===== src/rtl/mul_acc_seq_pkg.sv =====
// Shared definitions for the mul_acc_seq operand sequencer / accumulator:
// FSM encodings, state width and the accumulator width macro.
`ifndef MUL_ACC_ACCW
`define MUL_ACC_ACCW(wa, wb, wc) ((wa) + (wb) + 1 + (wc))
`endif

package mul_acc_seq_pkg;

    localparam int STATE_W = 2;

    localparam logic [1:0] ST_IDLE  = 2'd0;
    localparam logic [1:0] ST_ISSUE = 2'd1;
    localparam logic [1:0] ST_WAIT  = 2'd2;
    localparam logic [1:0] ST_DONE  = 2'd3;

endpackage


===== src/rtl/mul_acc_seq_wdog.sv =====
// Watchdog for the multiplier wait phase of mul_acc_seq; only instantiated
// when MUL_TIMEOUT_EN is defined.
module mul_acc_wdog #(
    parameter int wT = 6
) (
    input  logic ck,
    input  logic rst,
    input  logic clr,
    input  logic en,
    output logic expired
);

    logic [wT-1:0] count_r;

    // Count wait cycles; expiry fires on the edge where the count reaches all-ones
    always_ff @(posedge ck) begin
        if (rst) begin
            count_r <= {wT{1'b0}};
        end else if (clr) begin
            count_r <= {wT{1'b0}};
        end else if (en && (count_r != {wT{1'b1}})) begin
            count_r <= count_r + {{(wT-1){1'b0}}, 1'b1};
        end else begin
            count_r <= count_r;
        end
    end

    assign expired = en & (count_r == {{(wT-1){1'b1}}, 1'b0});

endmodule


===== src/rtl/mul_acc_seq.sv =====
// Operand sequencer and dot-product accumulator around an external sequential
// multiplier. Optional watchdog on the multiplier wait: define MUL_TIMEOUT_EN.
module mul_acc_seq
    import mul_acc_seq_pkg::*;
#(
    parameter int wA = 8,
    parameter int wB = 8,
    parameter int wC = 4,
    parameter int wN = 4,
    parameter int wT = 6
) (
    input  logic                                ck,
    input  logic                                rst,
    input  logic                                in_valid,
    output logic                                in_ready,
    input  logic [wA-1:0]                       in_a,
    input  logic [wB-1:0]                       in_b,
    input  logic                                in_last,
    output logic [wA-1:0]                       mul_a,
    output logic [wB-1:0]                       mul_b,
    output logic                                mul_start,
    input  logic                                mul_fin,
    input  logic [wA+wB:0]                      mul_o,
    output logic [`MUL_ACC_ACCW(wA,wB,wC)-1:0]  acc,
    output logic                                acc_valid,
    output logic                                acc_ovf,
    output logic [wN-1:0]                       cnt
`ifdef MUL_TIMEOUT_EN
    ,
    output logic                                tmo_err
`endif
);

    localparam int wS = `MUL_ACC_ACCW(wA, wB, wC);

    logic [STATE_W-1:0] state_r;
    logic [STATE_W-1:0] state_nxt_s;
    logic               last_r;
    logic               group_end_r;
    logic               accept_s;
    logic               fin_s;
    logic               timeout_s;
    logic [wS:0]        sum_s;

    assign accept_s = in_valid & in_ready;
    assign fin_s    = (state_r == ST_WAIT) & mul_fin;
    assign sum_s    = {1'b0, acc} + {{(wC+1){1'b0}}, mul_o};

`ifdef MUL_TIMEOUT_EN
    logic wdog_exp_s;

    mul_acc_wdog #(
        .wT (wT)
    ) u_wdog (
        .ck      (ck),
        .rst     (rst),
        .clr     (state_r == ST_ISSUE),
        .en      (state_r == ST_WAIT),
        .expired (wdog_exp_s)
    );

    assign timeout_s = wdog_exp_s & ~mul_fin;
`else
    assign timeout_s = 1'b0;
`endif

    // Next-state decode; a product arriving on the expiry edge still wins
    always_comb begin
        state_nxt_s = state_r;
        case (state_r)
            ST_IDLE: begin
                if (accept_s) begin
                    state_nxt_s = ST_ISSUE;
                end else begin
                    state_nxt_s = ST_IDLE;
                end
            end
            ST_ISSUE: state_nxt_s = ST_WAIT;
            ST_WAIT: begin
                if (mul_fin) begin
                    state_nxt_s = last_r ? ST_DONE : ST_IDLE;
                end else if (timeout_s) begin
                    state_nxt_s = ST_IDLE;
                end else begin
                    state_nxt_s = ST_WAIT;
                end
            end
            ST_DONE: state_nxt_s = ST_IDLE;
            default: state_nxt_s = ST_IDLE;
        endcase
    end

    // Control flops: state plus handshake / pulse outputs decoded from next state
    always_ff @(posedge ck) begin
        if (rst) begin
            state_r     <= ST_IDLE;
            in_ready    <= 1'b1;
            mul_start   <= 1'b0;
            acc_valid   <= 1'b0;
            group_end_r <= 1'b1;
        end else begin
            state_r   <= state_nxt_s;
            in_ready  <= (state_nxt_s == ST_IDLE);
            mul_start <= (state_nxt_s == ST_ISSUE);
            acc_valid <= (state_nxt_s == ST_DONE);
            if (accept_s) begin
                group_end_r <= 1'b0;
            end else if ((state_nxt_s == ST_DONE) || timeout_s) begin
                group_end_r <= 1'b1;
            end else begin
                group_end_r <= group_end_r;
            end
        end
    end

    // Operand capture and accumulation; first accept of a new group clears the sum
    always_ff @(posedge ck) begin
        if (rst) begin
            mul_a   <= {wA{1'b0}};
            mul_b   <= {wB{1'b0}};
            last_r  <= 1'b0;
            acc     <= {wS{1'b0}};
            acc_ovf <= 1'b0;
            cnt     <= {wN{1'b0}};
        end else if (accept_s) begin
            mul_a  <= in_a;
            mul_b  <= in_b;
            last_r <= in_last;
            if (group_end_r) begin
                acc     <= {wS{1'b0}};
                acc_ovf <= 1'b0;
                cnt     <= {wN{1'b0}};
            end
        end else if (fin_s) begin
            acc     <= sum_s[wS-1:0];
            acc_ovf <= acc_ovf | sum_s[wS];
            if (cnt != {wN{1'b1}}) begin
                cnt <= cnt + {{(wN-1){1'b0}}, 1'b1};
            end
        end
    end

`ifdef MUL_TIMEOUT_EN
    // Sticky timeout flag, cleared only by reset
    always_ff @(posedge ck) begin
        if (rst) begin
            tmo_err <= 1'b0;
        end else if (timeout_s) begin
            tmo_err <= 1'b1;
        end else begin
            tmo_err <= tmo_err;
        end
    end
`endif

endmodule


===== config.mk =====
export PLATFORM = sky130hd
export DESIGN_NAME = mul_acc_seq
export DESIGN_NICKNAME = d
export VERILOG_FILES = /design/src/rtl/mul_acc_seq_pkg.sv /design/src/rtl/mul_acc_seq_wdog.sv /design/src/rtl/mul_acc_seq.sv
export SDC_FILE = /design/constraint.sdc
export NUM_CORES = 1
export LEC_CHECK = 0
export CELL_PAD_IN_SITES_DETAIL_PLACEMENT = 2
export CELL_PAD_IN_SITES_GLOBAL_PLACEMENT = 2
export CORE_ASPECT_RATIO = 0.7
export CORE_MARGIN = 2
export CORE_UTILIZATION = 26
export CTS_BUF_LIST = sky130_fd_sc_hd__clkbuf_16
export DETAILED_ROUTE_END_ITERATION = 10
export PLACE_DENSITY_LB_ADDON = 0.25
export SYNTH_ARGS = -nofsm -noshare
export SYNTH_HDL_FRONTEND = slang
export SYNTH_SLANG_ARGS = --single-unit

===== constraint.sdc =====
create_clock -name ck -period 2.1 [get_ports ck]
set_input_delay 0.21 -clock ck [delete_from_list [all_inputs] [get_ports ck]]
set_output_delay 0.21 -clock ck [all_outputs]
set_load 0.01 [all_outputs]

==> results of run 1 <==
[cell type report]
type,instances,area (sq um),area share
inverter,5,18.8,0.00447
multi-input combinational,259,1710,0.407
clock buffer,5,125,0.0298
clock inverter,3,21.3,0.00506
tap,128,160,0.0381
sequential,49,988,0.235
timing repair buffer,127,1180,0.281
[kinds of logic after synthesis]
kind of cell    Yosys count
flops                    49
xor+xnor                 11
compound gates           89
simple gates            134
buf+inv                  17
mux                       6
fa+ha+maj                19
[layer usage]
| metal | vias up | track usage | wire (um) |
|---|---|---|---|
| li1 | 1389 | - | - |
| met1 | 1414 | 0.240 | 4820 |
| met2 | 50 | 0.308 | 4770 |
| met3 | 8 | 0.0318 | 310 |
| met4 | 0 | 0.0409 | 91 |
| met5 | - | 0 | 0 |
[cells in the mapped netlist, types with 2 or more instances]
cell,instances,area [sq um]
a21o_1,4,30.0
a21oi_1,43,215
a21oi_2,3,26.3
a22o_1,2,17.5
a31oi_1,4,25.0
a32o_1,3,30.0
and2_1,3,18.8
and3_1,4,25.0
and4_4,2,22.5
buf_1,2,7.51
buf_2,2,10.0
clkbuf_1,7,26.3
dfxtp_1,49,981
ha_1,18,225
inv_1,5,18.8
mux2i_1,4,40.0
nand2_1,68,255
nand2b_1,7,43.8
nand3_1,13,65.1
nand3b_1,2,15.0
nand4_1,3,18.8
nor2_1,17,63.8
nor3_1,2,10.0
o211ai_1,5,37.5
o21ai_0,7,35.0
o21ai_1,9,45.0
o21bai_1,2,15.0
or2_2,2,12.5
or3_1,7,43.8
xnor2_1,7,61.3
xor2_1,4,35.0
[final timing paths]
check | start | end | slack [ns]
hold / removal | mul_o[0] | acc[0]$_SDFFE_PP0P_ | 0.37
setup / recovery | mul_o[9] | acc[13]$_SDFFE_PP0P_ | 0.04
hold reg to reg | acc_ovf$_SDFFE_PP0P_ | acc_ovf$_SDFFE_PP0P_ | 0.45
setup reg to reg | acc[4]$_SDFFE_PP0P_ | acc[13]$_SDFFE_PP0P_ | 0.04
[cell usage in the layout (no fill, tap or decap), drive strengths merged, types with 7 or more instances in the layout]
| cell | count |
|---|---|
| o21ai | 17 |
| nand2b | 7 |
| nor2 | 18 |
| clkdlybuf4s50 | 79 |
| buf | 45 |
| xnor2 | 7 |
| nand3 | 13 |
| nand2 | 68 |
| or3 | 7 |
| ha | 18 |
| a21oi | 46 |
| dfxtp | 49 |
[metrics by stage]
stage	instances	total power [W]	util	worst slack [ns]	hold WS [ns]
2_1_floorplan	325	0.00120	-	0.0630	0.346
3_3_place_gp	563	0.00143	0.396	-0.388	0.437
5_1_grt	576	0.00240	0.430	-0.0857	0.404
3_5_place_dp	563	0.00144	0.396	-0.493	0.441
4_1_cts	571	0.00230	0.413	-0.00134	0.453
6_report	576	0.00228	0.430	0.0365	0.372
[registers in the layout, indices dropped and copies added (netlist names)]
| name | cells |
|---|---|
| cnt | 4 |
| state_r | 2 |
| mul_start | 1 |
| acc_ovf | 1 |
| last_r | 1 |
| mul_b | 8 |
| acc_valid | 1 |
| mul_a | 8 |
| group_end_r | 1 |
| in_ready | 1 |
| acc | 21 |
[power breakdown]
| part | switching [W] | internal [W] |
|---|---|---|
| Sequential | 0.0000269 | 0.000966 |
| Combinational | 0.000214 | 0.000230 |
| Clock | 0.000399 | 0.000445 |
| Total | 0.000640 | 0.00164 |
[critical path, delay by kind of cell]
| family | cells | cell delay [ns] |
|---|---|---|
| adders and majority gates | 1 | 0.30 |
| and+or+nand+nor | 2 | 0.77 |
| buffers and inverters | 1 | 0.46 |
| AOI/OAI and AO/OA | 3 | 0.50 |
[what timing repair did]
item | 4_1_cts | 5_1_grt
setup endpoints to repair | 6 | 8
pin swaps | 3 | 22
gates cloned | 0 | 0
setup buffers | 0 | 5
gates resized for setup | 6 | 27
==> results.ini, run 1 <==
[worst_setup_path]
critPathKind = input pin to flip-flop
crit_required_ns = 2.29
worstPathMaxFanout = 6
startpoint_type = input pin
end_kind = flip-flop
cp_cell_sequence = clkdlybuf4s50_1 > ha_2 > or3_4 > o211ai_4 > a21oi_2 > or3_1 > a32o_1
critPathMaxStageDelay_ns = 0.46
rr_worst_depth = 7
cp.arrival_ns = 2.26
worst_path_max_delay_cell = clkdlybuf4s50_1

[power_and_ir_drop]
ir_worst_vdd_mv = 0.266
leakagePower_nw = 1.70
pwr_density_cell_nw_per_um2 = 543

[route]
antenna_left = 0
via_per_inst = 4.97
dr.pass1.iters = 4
wire_per_inst_um = 17.3
vias = 2861
drt_first_iter_violations = 93
drt_wl_total_mm = 9.99
post-route-drc-count = 0

[timing]
setup_viol = 0
max_slew_margin = 0.636
tns_ns = 0
finalClockSkew_ns = 0.00894
drv_slew = 0
fmax_mhz = 485
hold_viol_final = 0
min_period_ns = 2.06
worst_pin_slew_ns = 0.545
rsz0062_at_grt = true
fin_crit_sh = 0.983

[yosys]
synthAdderAreaFrac = 0.0932
synth_xor_xnor_area_share = 0.0366
yosys_warnings = 0
ys_seq_area_frac = 0.373
ys_seq_elements = 49
synth-main-ff-cell = dfxtp_1
synth_mux_area_frac = 0.0238
syn-cell-area_sq_um = 2630
synthSimpleGateAreaFrac = 0.237
synth_compound_area_frac = 0.205
ys_types = 46
async_flop_share = 0
synth_cells = 325
postSynthAreaPerCell_sq_um = 8.10
synth_edf_count = 0
synth_fp_nets = 382
synth_top_family_by_area = simple AND/OR/NAND/NOR gates

[clocking]
htreeDepth = 2
cts_buffers = 5
cts-root-buf = clkbuf_16
clk_latency_ns = 0.30
tritoncts = built
cts_sinks = 49
clk_pin_slew_ns = 0.07
cts_hold_buf = 0
clockBufferDepth = 2

[layout]
area_growth_syn_to_layout_pct = 59.6
fin_nets = 504
design_area_sq_um = 4200
antenna-diode-count = 0
final_layout_size_suffix_gt1_frac = 0.192
n_fill_cell = 1125

[grt]
grt_max_degree = 40
grtUsageTotal = 0.180
grt_first_pass_wirelength_mm = 15.7
grt_overflow_total = 0
antenna_found_initial = 0
grt_pass1_vias = 3103

[placement]
placed_area_sq_um = 3860
port_buffers = 82
gp_congestion = 0.810
dp_hpwl_mm = 7.42

[die]
fp.dieH_um = 88.2
placementRows = 30
core_area_sq_um = 9760
fp.dieW_um = 124
die_area_sq_um = 11000
start_util = 0.270
num_io_pins = 83

[min_path]
whs_path_depth = 4
hp-class = input pin to flip-flop

[run]
drv_cap = 0

[status]
run_status = finished clean

No activity file was read; power rests on OpenSTA's default activity.
==> inputs of run 2 (changes only) <==
Settings changed: CTS_CLUSTER_SIZE set to 40.
==> results of run 2 <==
Final layout, timing and power as in run 1 (identical DEF).
